===== src/rtl/serial_regfile.sv =====
`default_nettype none
// ============================================================================
// Module      : serial_regfile
// Description : Bit-serial register file. A start request rotates every
//               register through XLEN/DIGIT shift cycles, MSB digit first.
//               Two read ports expose the outgoing MSB digit. One serial
//               write port replaces the digit being recirculated. An
//               idle-only parallel port loads or inspects whole registers.
// Revision    : 1.0 - initial release
// ============================================================================
module serial_regfile #(
  parameter int XLEN     = 32,
  parameter int DIGIT    = 2,
  parameter int NREGS    = 16,
  parameter int ZERO_REG = 1,
  localparam int N       = XLEN / DIGIT,
  localparam int IDXW    = (N > 1) ? $clog2(N) : 1,
  localparam int SELW    = $clog2(NREGS)
) (
  input  logic              clk,
  input  logic              rst,
  input  logic              start,
  output logic              busy,
  output logic              done,
  output logic [IDXW-1:0]   digit_idx,
  input  logic [SELW-1:0]   r_sel1,
  input  logic [SELW-1:0]   r_sel2,
  output logic [DIGIT-1:0]  r_digit1,
  output logic [DIGIT-1:0]  r_digit2,
  input  logic              wr_en,
  input  logic [SELW-1:0]   wr_sel,
  input  logic [DIGIT-1:0]  wr_digit,
  input  logic              pld_en,
  input  logic [SELW-1:0]   pld_sel,
  input  logic [XLEN-1:0]   pld_data,
  input  logic [SELW-1:0]   dbg_sel,
  output logic [XLEN-1:0]   dbg_value
);

  typedef enum logic [0:0] {
    ST_IDLE   = 1'b0,
    ST_ROTATE = 1'b1
  } state_t;

  localparam logic [IDXW-1:0] C_LAST_IDX = IDXW'(N - 1);

  state_t            state_q, state_d;
  logic [IDXW-1:0]   idx_q, idx_d;
  logic              done_q, done_d;
  logic [XLEN-1:0]   regs_q [NREGS];
  logic [XLEN-1:0]   regs_d [NREGS];
  logic [DIGIT-1:0]  w_ins;

  // Next-state: idle-side parallel load / launch, rotate-side shift with digit insert
  always_comb begin
    state_d = state_q;
    idx_d   = idx_q;
    done_d  = 1'b0;
    regs_d  = regs_q;
    w_ins   = '0;
    case (state_q)
      ST_IDLE: begin
        // The load lands at this edge, so a simultaneous start rotates the new value
        if (pld_en) begin
          regs_d[pld_sel] = pld_data;
        end
        if (start) begin
          state_d = ST_ROTATE;
          idx_d   = '0;
        end
      end
      ST_ROTATE: begin
        for (int r = 0; r < NREGS; r++) begin
          w_ins = regs_q[r][XLEN-1 -: DIGIT];
          if (wr_en && (wr_sel == SELW'(r))) begin
            w_ins = wr_digit;
          end
          regs_d[r] = (regs_q[r] << DIGIT) | XLEN'(w_ins);
        end
        if (idx_q == C_LAST_IDX) begin
          state_d = ST_IDLE;
          idx_d   = '0;
          done_d  = 1'b1;
        end else begin
          idx_d = idx_q + IDXW'(1);
        end
      end
      default: begin
        state_d = ST_IDLE;
        idx_d   = '0;
      end
    endcase
    // Hard-wired zero register: storage never leaves 0, so reads need no masking
    if (ZERO_REG != 0) begin
      regs_d[0] = '0;
    end
  end

  // State, digit counter, done pulse and register storage
  always_ff @(posedge clk) begin
    if (rst) begin
      state_q <= ST_IDLE;
      idx_q   <= '0;
      done_q  <= 1'b0;
      for (int r = 0; r < NREGS; r++) begin
        regs_q[r] <= '0;
      end
    end else begin
      state_q <= state_d;
      idx_q   <= idx_d;
      done_q  <= done_d;
      for (int r = 0; r < NREGS; r++) begin
        regs_q[r] <= regs_d[r];
      end
    end
  end

  assign busy      = (state_q == ST_ROTATE);
  assign done      = done_q;
  assign digit_idx = idx_q;
  assign r_digit1  = regs_q[r_sel1][XLEN-1 -: DIGIT];
  assign r_digit2  = regs_q[r_sel2][XLEN-1 -: DIGIT];
  assign dbg_value = regs_q[dbg_sel];

endmodule
`default_nettype wire


===== config.mk =====
export PLATFORM = sky130hd
export DESIGN_NAME = serial_regfile
export DESIGN_NICKNAME = d
export VERILOG_FILES = /design/src/rtl/serial_regfile.sv
export SDC_FILE = /design/constraint.sdc
export NUM_CORES = 1
export LEC_CHECK = 0
export CAP_MARGIN = 20
export CORE_MARGIN = 1
export CORE_UTILIZATION = 25
export CTS_CLUSTER_SIZE = 25
export DETAILED_ROUTE_END_ITERATION = 8
export PLACE_DENSITY = 0.35
export SYNTH_ARGS = -nofsm -noshare
export SYNTH_HDL_FRONTEND = slang
export SYNTH_SLANG_ARGS = --single-unit

===== constraint.sdc =====
create_clock -name clk -period 2.3 [get_ports clk]
set_input_delay 0.23 -clock clk [delete_from_list [all_inputs] [get_ports clk]]
set_output_delay 0.23 -clock clk [all_outputs]
set_load 0.02 [all_outputs]

=== Yosys cells after proc, flatten, opt, wreduce, memory -nomap -nowiden ===
Index checks and enable logic that the tools add are counted.

* Bits of input ports: 59
* Register bits after elaboration: 486
* Word-level logic and storage cells: 130
* Output and inout port bits: 42

* Equal/unequal tests: 18
* Order comparisons: 5
* Multiplexer cells: 51
* Bitwise logic cells: 20
* Add/sub/neg operators: 1
* Reduce and logical (&&, ||, !) cells: 17

{| class="wikitable"
|+ Operators with widths
! cell !! number
|-
| $pmux W480 S2 || 1
|-
| $bwmux W512 || 1
|-
| $mux W480 || 1
|-
| $or A32 B2 Y32 || 15
|-
| $bmux W32 S4 || 3
|-
| $mux W32 || 7
|-
| $demux W32 S4 || 1
|-
| $mux W2 || 30
|-
| $eq A4 B4 Y1 const B || 9
|-
| $ge A5 B5 Y1 const B || 4
|-
| $not A4 Y5 || 4
|-
| $eq A4 B3 Y1 const B || 4
|-
| $logic_and A1 B1 Y1 || 16
|-
| $eq A4 B2 Y1 const B || 2
|-
| $mux W4 || 2
|-
| $pmux W4 S2 || 1
|-
| $lt A5 B1 Y1 const B || 1
|-
| $add A4 B1 Y4 const B || 1
|-
| $eq A4 B1 Y1 const B || 1
|-
| $ne A2 B2 Y1 const B || 2
|-
| $mux W1 || 3
|-
| $pmux W1 S2 || 1
|-
| $reduce_or A2 Y1 || 1
|-
| $not A1 Y1 || 1
|}

=== Longest topological paths before layout ===
* Depth in word-level cells: 8
* Depth in mapped cells: 7
* Mapped depth without buffers: 5

=== Least setup slack after synthesis ===
OpenSTA, ideal clock, no wires.

* Kind: input port to output port
* Start point: input dbg_sel[3]
* End point: output dbg_value[30]
* Path buffers: 2
* Stages: 4
* Arrival: 1.474 ns
* Setup slack: 0.596 ns
* Data required time: 2.070 ns
* Path through: buf_2 buf_2 mux4_2 o221a_2

* Cells in the longest elaborated chain, start to end: 4

{| class="wikitable"
|+ RTL lines
! element !! line !! RTL
|-
| start: declaration || 36 || <nowiki>input logic [SELW-1:0] dbg_sel,</nowiki>
|-
| $not A4 Y5 (implied by the code) || 123 || <nowiki>assign dbg_value = regs_q[dbg_sel];</nowiki>
|-
| $bmux W32 S4 || 123 ||
|-
| $mux W32 (implied by the code) (2 in a row) || 123 ||
|-
| end: declaration || 37 || <nowiki>output logic [XLEN-1:0] dbg_value</nowiki>
|}

Every way passes these cells. The select of a mux whose other input is x is not followed.

=== Worst setup path in the final report ===
* Start point: register regs_q[314] (netlist bit)
* End point: output dbg_value[26]

* Cells in the longest elaborated chain, start to end: 3

{| class="wikitable"
|+ RTL lines
! element !! line !! RTL
|-
| start: declaration || 50 || <nowiki>logic [XLEN-1:0] regs_q [NREGS];</nowiki>
|-
| start signal: indexed assignment || 113 || <nowiki>regs_q[r] <= regs_d[r];</nowiki>
|-
| $bmux W32 S4 || 123 ||
|-
| $mux W32 (implied by the code) (2 in a row) || 123 ||
|}

Every way passes these cells. The select of a mux whose other input is x is not followed.

==> impl_metrics.xml <==
<?xml version="1.0" encoding="UTF-8"?>
<metrics>
  <group name="power_and_ir_drop">
    <metric name="internal_power" unit="mW">17.6</metric>
    <metric name="power.share.combinational" unit="%">20.6</metric>
    <metric name="power_density" unit="mW/mm²">707</metric>
    <metric name="cellLeakagePower" unit="nW">15.0</metric>
    <metric name="power.switching" unit="mW">8.00</metric>
    <metric name="irDropWorstVdd" unit="mV">0.383</metric>
    <metric name="power.share.sequential" unit="%">38.4</metric>
    <metric name="clock_power_share" unit="%">41.0</metric>
    <metric name="power_switching_share" unit="%">31.2</metric>
  </group>
  <group name="floorplanning">
    <metric name="placeableCoreArea" unit="mm²">0.113</metric>
    <metric name="num_io_pins" unit="">101</metric>
    <metric name="die_height" unit="µm">340</metric>
    <metric name="floorplan.rows" unit="">123</metric>
    <metric name="floorplan.initialDensity" unit="%">25.3</metric>
    <metric name="fp.dieW" unit="µm">340</metric>
    <metric name="fp.dieArea" unit="mm²">0.116</metric>
  </group>
  <group name="clocking">
    <metric name="clkLatencyLatePin" unit="ns">0.65</metric>
    <metric name="post_cts_hold_buffer_count" unit="">0</metric>
    <metric name="clock_tree_from_tritoncts" unit="">done</metric>
    <metric name="cts-htree-levels" unit="">3</metric>
    <metric name="max-clock-path-buffers" unit="">3</metric>
    <metric name="numCtsBuffers" unit="">68</metric>
    <metric name="clockRootBuffer" unit="">sky130_fd_sc_hd__clkbuf_16</metric>
    <metric name="number_of_sinks_on_the_clock_net" unit="">486</metric>
    <metric name="worst_setup_hold_path_clk_slew" unit="ns">0.06</metric>
  </group>
  <group name="synthesis">
    <metric name="synth.cells.most_frequent" unit="">sky130_fd_sc_hd__dfxtp_1, sky130_fd_sc_hd__and3_1, sky130_fd_sc_hd__nor2b_1</metric>
    <metric name="netlist_instances" unit="">3210</metric>
    <metric name="post-synth-top-count-cell" unit="">sky130_fd_sc_hd__dfxtp_1</metric>
    <metric name="ys_dominant_reg_cell" unit="">sky130_fd_sc_hd__dfxtp_1</metric>
    <metric name="number_of_flops_mapped_to_enable_cells_by_yosys" unit="">0</metric>
    <metric name="synthesis.area_per_instance" unit="µm²">8.90</metric>
    <metric name="synthDominantCellAreaShare" unit="%">34.0</metric>
    <metric name="synth-seq-cells" unit="">486</metric>
    <metric name="post_synth_main_area_contributors" unit="">sky130_fd_sc_hd__dfxtp_1, sky130_fd_sc_hd__a211oi_1, sky130_fd_sc_hd__and3_1, sky130_fd_sc_hd__nor2b_1, sky130_fd_sc_hd__nor3_1</metric>
    <metric name="synth_top_area_cell" unit="">sky130_fd_sc_hd__dfxtp_1</metric>
    <metric name="yosys_warnings" unit="">0</metric>
    <metric name="async_reset_ff_share" unit="%">0</metric>
    <metric name="yosysUniqueCellTypes" unit="">45</metric>
    <metric name="synth.net_count" unit="">3270</metric>
    <metric name="netlist_area_pre_place" unit="mm²">0.0286</metric>
    <metric name="synth_seq_area_share" unit="%">34.0</metric>
  </group>
  <group name="placed_design">
    <metric name="place_area" unit="mm²">0.0332</metric>
    <metric name="port_buffers" unit="">100</metric>
    <metric name="detailedPlacementHpwl" unit="mm">101</metric>
    <metric name="place.gp.congestion" unit="">0.869</metric>
    <metric name="place.detailed.instances" unit="">4736</metric>
  </group>
  <group name="sta">
    <metric name="worst-slew-pin-transition" unit="ns">0.898</metric>
    <metric name="min_period_over_period" unit="%">99.5</metric>
    <metric name="rsz0062_at_grt" unit="">yes</metric>
    <metric name="timing.final.max_slew_violations" unit="">0</metric>
    <metric name="fin_hold_ws" unit="ns">0.0964</metric>
    <metric name="timing_hold_violations_final" unit="">0</metric>
    <metric name="fin_skew" unit="ns">0.0297</metric>
    <metric name="tns" unit="ns">0</metric>
    <metric name="post-route-min-period" unit="ns">2.29</metric>
    <metric name="max_freq" unit="GHz">0.437</metric>
    <metric name="final-setup-viol-count" unit="">0</metric>
    <metric name="maxSlewHeadroom" unit="%">39.9</metric>
  </group>
  <group name="global_route">
    <metric name="grt_antenna_before_repair" unit="">19</metric>
    <metric name="grt_pass1_wl" unit="mm">216</metric>
    <metric name="track_usage" unit="%">25.6</metric>
    <metric name="via_count_of_the_first_global_routing_pass" unit="">27300</metric>
    <metric name="largest_net_degree_at_the_start_of_global_routing" unit="">75</metric>
    <metric name="grt.overflow.total" unit="">0</metric>
  </group>
  <group name="route">
    <metric name="dr.first_iter.drc_count" unit="">2355</metric>
    <metric name="detail_route.wl_per_cell" unit="µm">31.1</metric>
    <metric name="vias_per_cell" unit="">5.65</metric>
    <metric name="drc" unit="">0</metric>
    <metric name="detailedRoute.firstPassIterationCount" unit="">5</metric>
    <metric name="route.antenna.remaining_nets" unit="">0</metric>
    <metric name="wl" unit="mm">151</metric>
    <metric name="dr_total_vias" unit="">27500</metric>
  </group>
  <group name="finish">
    <metric name="layout-drive-gt1-share" unit="%">24.7</metric>
    <metric name="multiInputGateArea" unit="mm²">0.0175</metric>
    <metric name="layout.nets" unit="">3378</metric>
    <metric name="syn_to_final_growth" unit="%">26.8</metric>
    <metric name="finish.cell_count_without_fillers" unit="">4868</metric>
    <metric name="layout.filler_cells" unit="">11800</metric>
    <metric name="seqCellArea" unit="mm²">0.00983</metric>
    <metric name="final_cell_area" unit="mm²">0.0362</metric>
  </group>
  <group name="setup_path">
    <metric name="crit_path_end_kind" unit="">primary output</metric>
    <metric name="reg2reg_depth" unit="">4</metric>
    <metric name="timing.critical_path.arrival" unit="ns">2.06</metric>
    <metric name="worstPathRequired" unit="ns">2.07</metric>
    <metric name="critical_path_class" unit="">reg2out</metric>
    <metric name="critical_path_peak_fanout" unit="">2</metric>
    <metric name="critical_path.startpoint_type" unit="">flip-flop</metric>
  </group>
  <group name="worst_hold_path">
    <metric name="timing.hold.worst_path_depth" unit="">2</metric>
    <metric name="min-delay-path-class" unit="">in2reg</metric>
  </group>
  <group name="job">
    <metric name="max_cap_violations" unit="">0</metric>
  </group>
  <group name="status">
    <metric name="run_status" unit="">finished, final reports clean</metric>
  </group>
</metrics>
what timing repair did:
item	CTS	global route
buffers inserted	17	3
endpoints found under the setup margin	34	20
cloned	0	1
pin swaps	22	10
gates resized for setup	239	42
state kept, by name, indices dropped and copies added (netlist names):
name,flops
busy,1
done,1
regs_q,480
digit_idx,4
worst max-delay path, stage by stage, from the launching register on:
cell and delay [ns]:
sky130_fd_sc_hd__dfxtp_4 0.34, sky130_fd_sc_hd__mux4_2 0.48, sky130_fd_sc_hd__o22ai_4 0.23, sky130_fd_sc_hd__nor2_1 0.07, sky130_fd_sc_hd__buf_4 0.17, sky130_fd_sc_hd__buf_6 0.14
metal layers:
metal / GRT usage [%] / vias to the layer above / routed length [µm]
li1: - / 12300 / -
met1: 35.8 / 14000 / 70500
met2: 40.4 / 958 / 68100
met3: 3.76 / 220 / 8350
met4: 7.31 / 12 / 4370
met5: 0 / - / 80
kinds of logic (layout without fill, tap and decap cells):
kind of cell             after synthesis  in the layout  synth area share [%]
multiplexers                         206            206                  10.7
buffers and inverters                403            558                  7.03
adder cells (fa/ha/maj)                1              1                0.0438
other                                  0              3                     0
flip-flops                           486            486                  34.0
AO/OA/AOI/OAI                        642            642                  18.1
AND/OR/NAND/NOR                     1472           1472                  30.1
cells in the final DEF (no fill, tap or decap), types with 13 or more instances in the layout:
| master | synthesis | final |
|---|---|---|
| sky130_fd_sc_hd__and3_1 | 468 | 467 |
| sky130_fd_sc_hd__buf_6 | 34 | 29 |
| sky130_fd_sc_hd__buf_12 | 0 | 105 |
| sky130_fd_sc_hd__nor3_1 | 445 | 445 |
| sky130_fd_sc_hd__clkbuf_16 | 0 | 72 |
| sky130_fd_sc_hd__o22ai_1 | 20 | 13 |
| sky130_fd_sc_hd__dfxtp_1 | 486 | 420 |
| sky130_fd_sc_hd__clkbuf_1 | 242 | 17 |
| sky130_fd_sc_hd__a221oi_2 | 0 | 30 |
| sky130_fd_sc_hd__nor2b_1 | 455 | 454 |
| sky130_fd_sc_hd__a21oi_1 | 18 | 18 |
| sky130_fd_sc_hd__nor2_1 | 27 | 22 |
| sky130_fd_sc_hd__clkdlybuf4s50_1 | 0 | 58 |
| sky130_fd_sc_hd__mux2i_1 | 104 | 103 |
| sky130_fd_sc_hd__dfxtp_2 | 0 | 59 |
| sky130_fd_sc_hd__a31o_2 | 13 | 13 |
| sky130_fd_sc_hd__a211oi_1 | 430 | 430 |
| sky130_fd_sc_hd__mux2_2 | 26 | 23 |
| sky130_fd_sc_hd__buf_4 | 34 | 233 |
| sky130_fd_sc_hd__a211oi_2 | 54 | 54 |
| sky130_fd_sc_hd__nand2_1 | 25 | 22 |
| sky130_fd_sc_hd__clkbuf_8 | 0 | 14 |
| sky130_fd_sc_hd__mux4_2 | 76 | 76 |
metrics by stage:
stage	power (mW)	setup WS (ns)	util (%)
floorplan	12.5	0.596	-
global route	26.6	-0.00897	32.1
global placement	15.0	-0.418	29.4
finish	25.6	0.0116	32.1
detailed placement	15.0	-0.383	29.4
CTS	25.8	-0.0711	31.9
final timing paths:
kind / slack [ns] / to / startpoint
setup / recovery: 0.01 / dbg_value[26] / regs_q[314]$_SDFFE_PP0P_
hold / removal: 0.1 / regs_q[202]$_SDFFE_PP0P_ / rst
setup reg to reg: 0.59 / regs_q[289]$_SDFFE_PP0P_ / busy$_SDFF_PP0_
hold reg to reg: 0.50 / regs_q[416]$_SDFFE_PP0P_ / regs_q[416]$_SDFFE_PP0P_
power groups by stage:
stage,Sequential [mW],Clock (mW),Combinational [mW]
after floorplan,9.65,0,2.90
after global placement,9.97,0,5.03
after detailed placement,9.97,0,5.03
after CTS,9.82,10.7,5.23
after global routing,9.90,11.1,5.62
final,9.85,10.5,5.28
area by class of cell:
| class | instances | area share [%] |
|---|---|---|
| multi-input combinational | 2321 | 48.2 |
| sequential | 486 | 27.1 |
| timing repair buffer | 440 | 13.6 |
| clock buffer | 102 | 5.61 |
| tap | 1500 | 5.18 |
| clock inverter | 15 | 0.297 |
| antenna | 3 | 0.0207 |
| inverter | 1 | 0.0104 |
No activity file was read; power rests on OpenSTA's default activity.
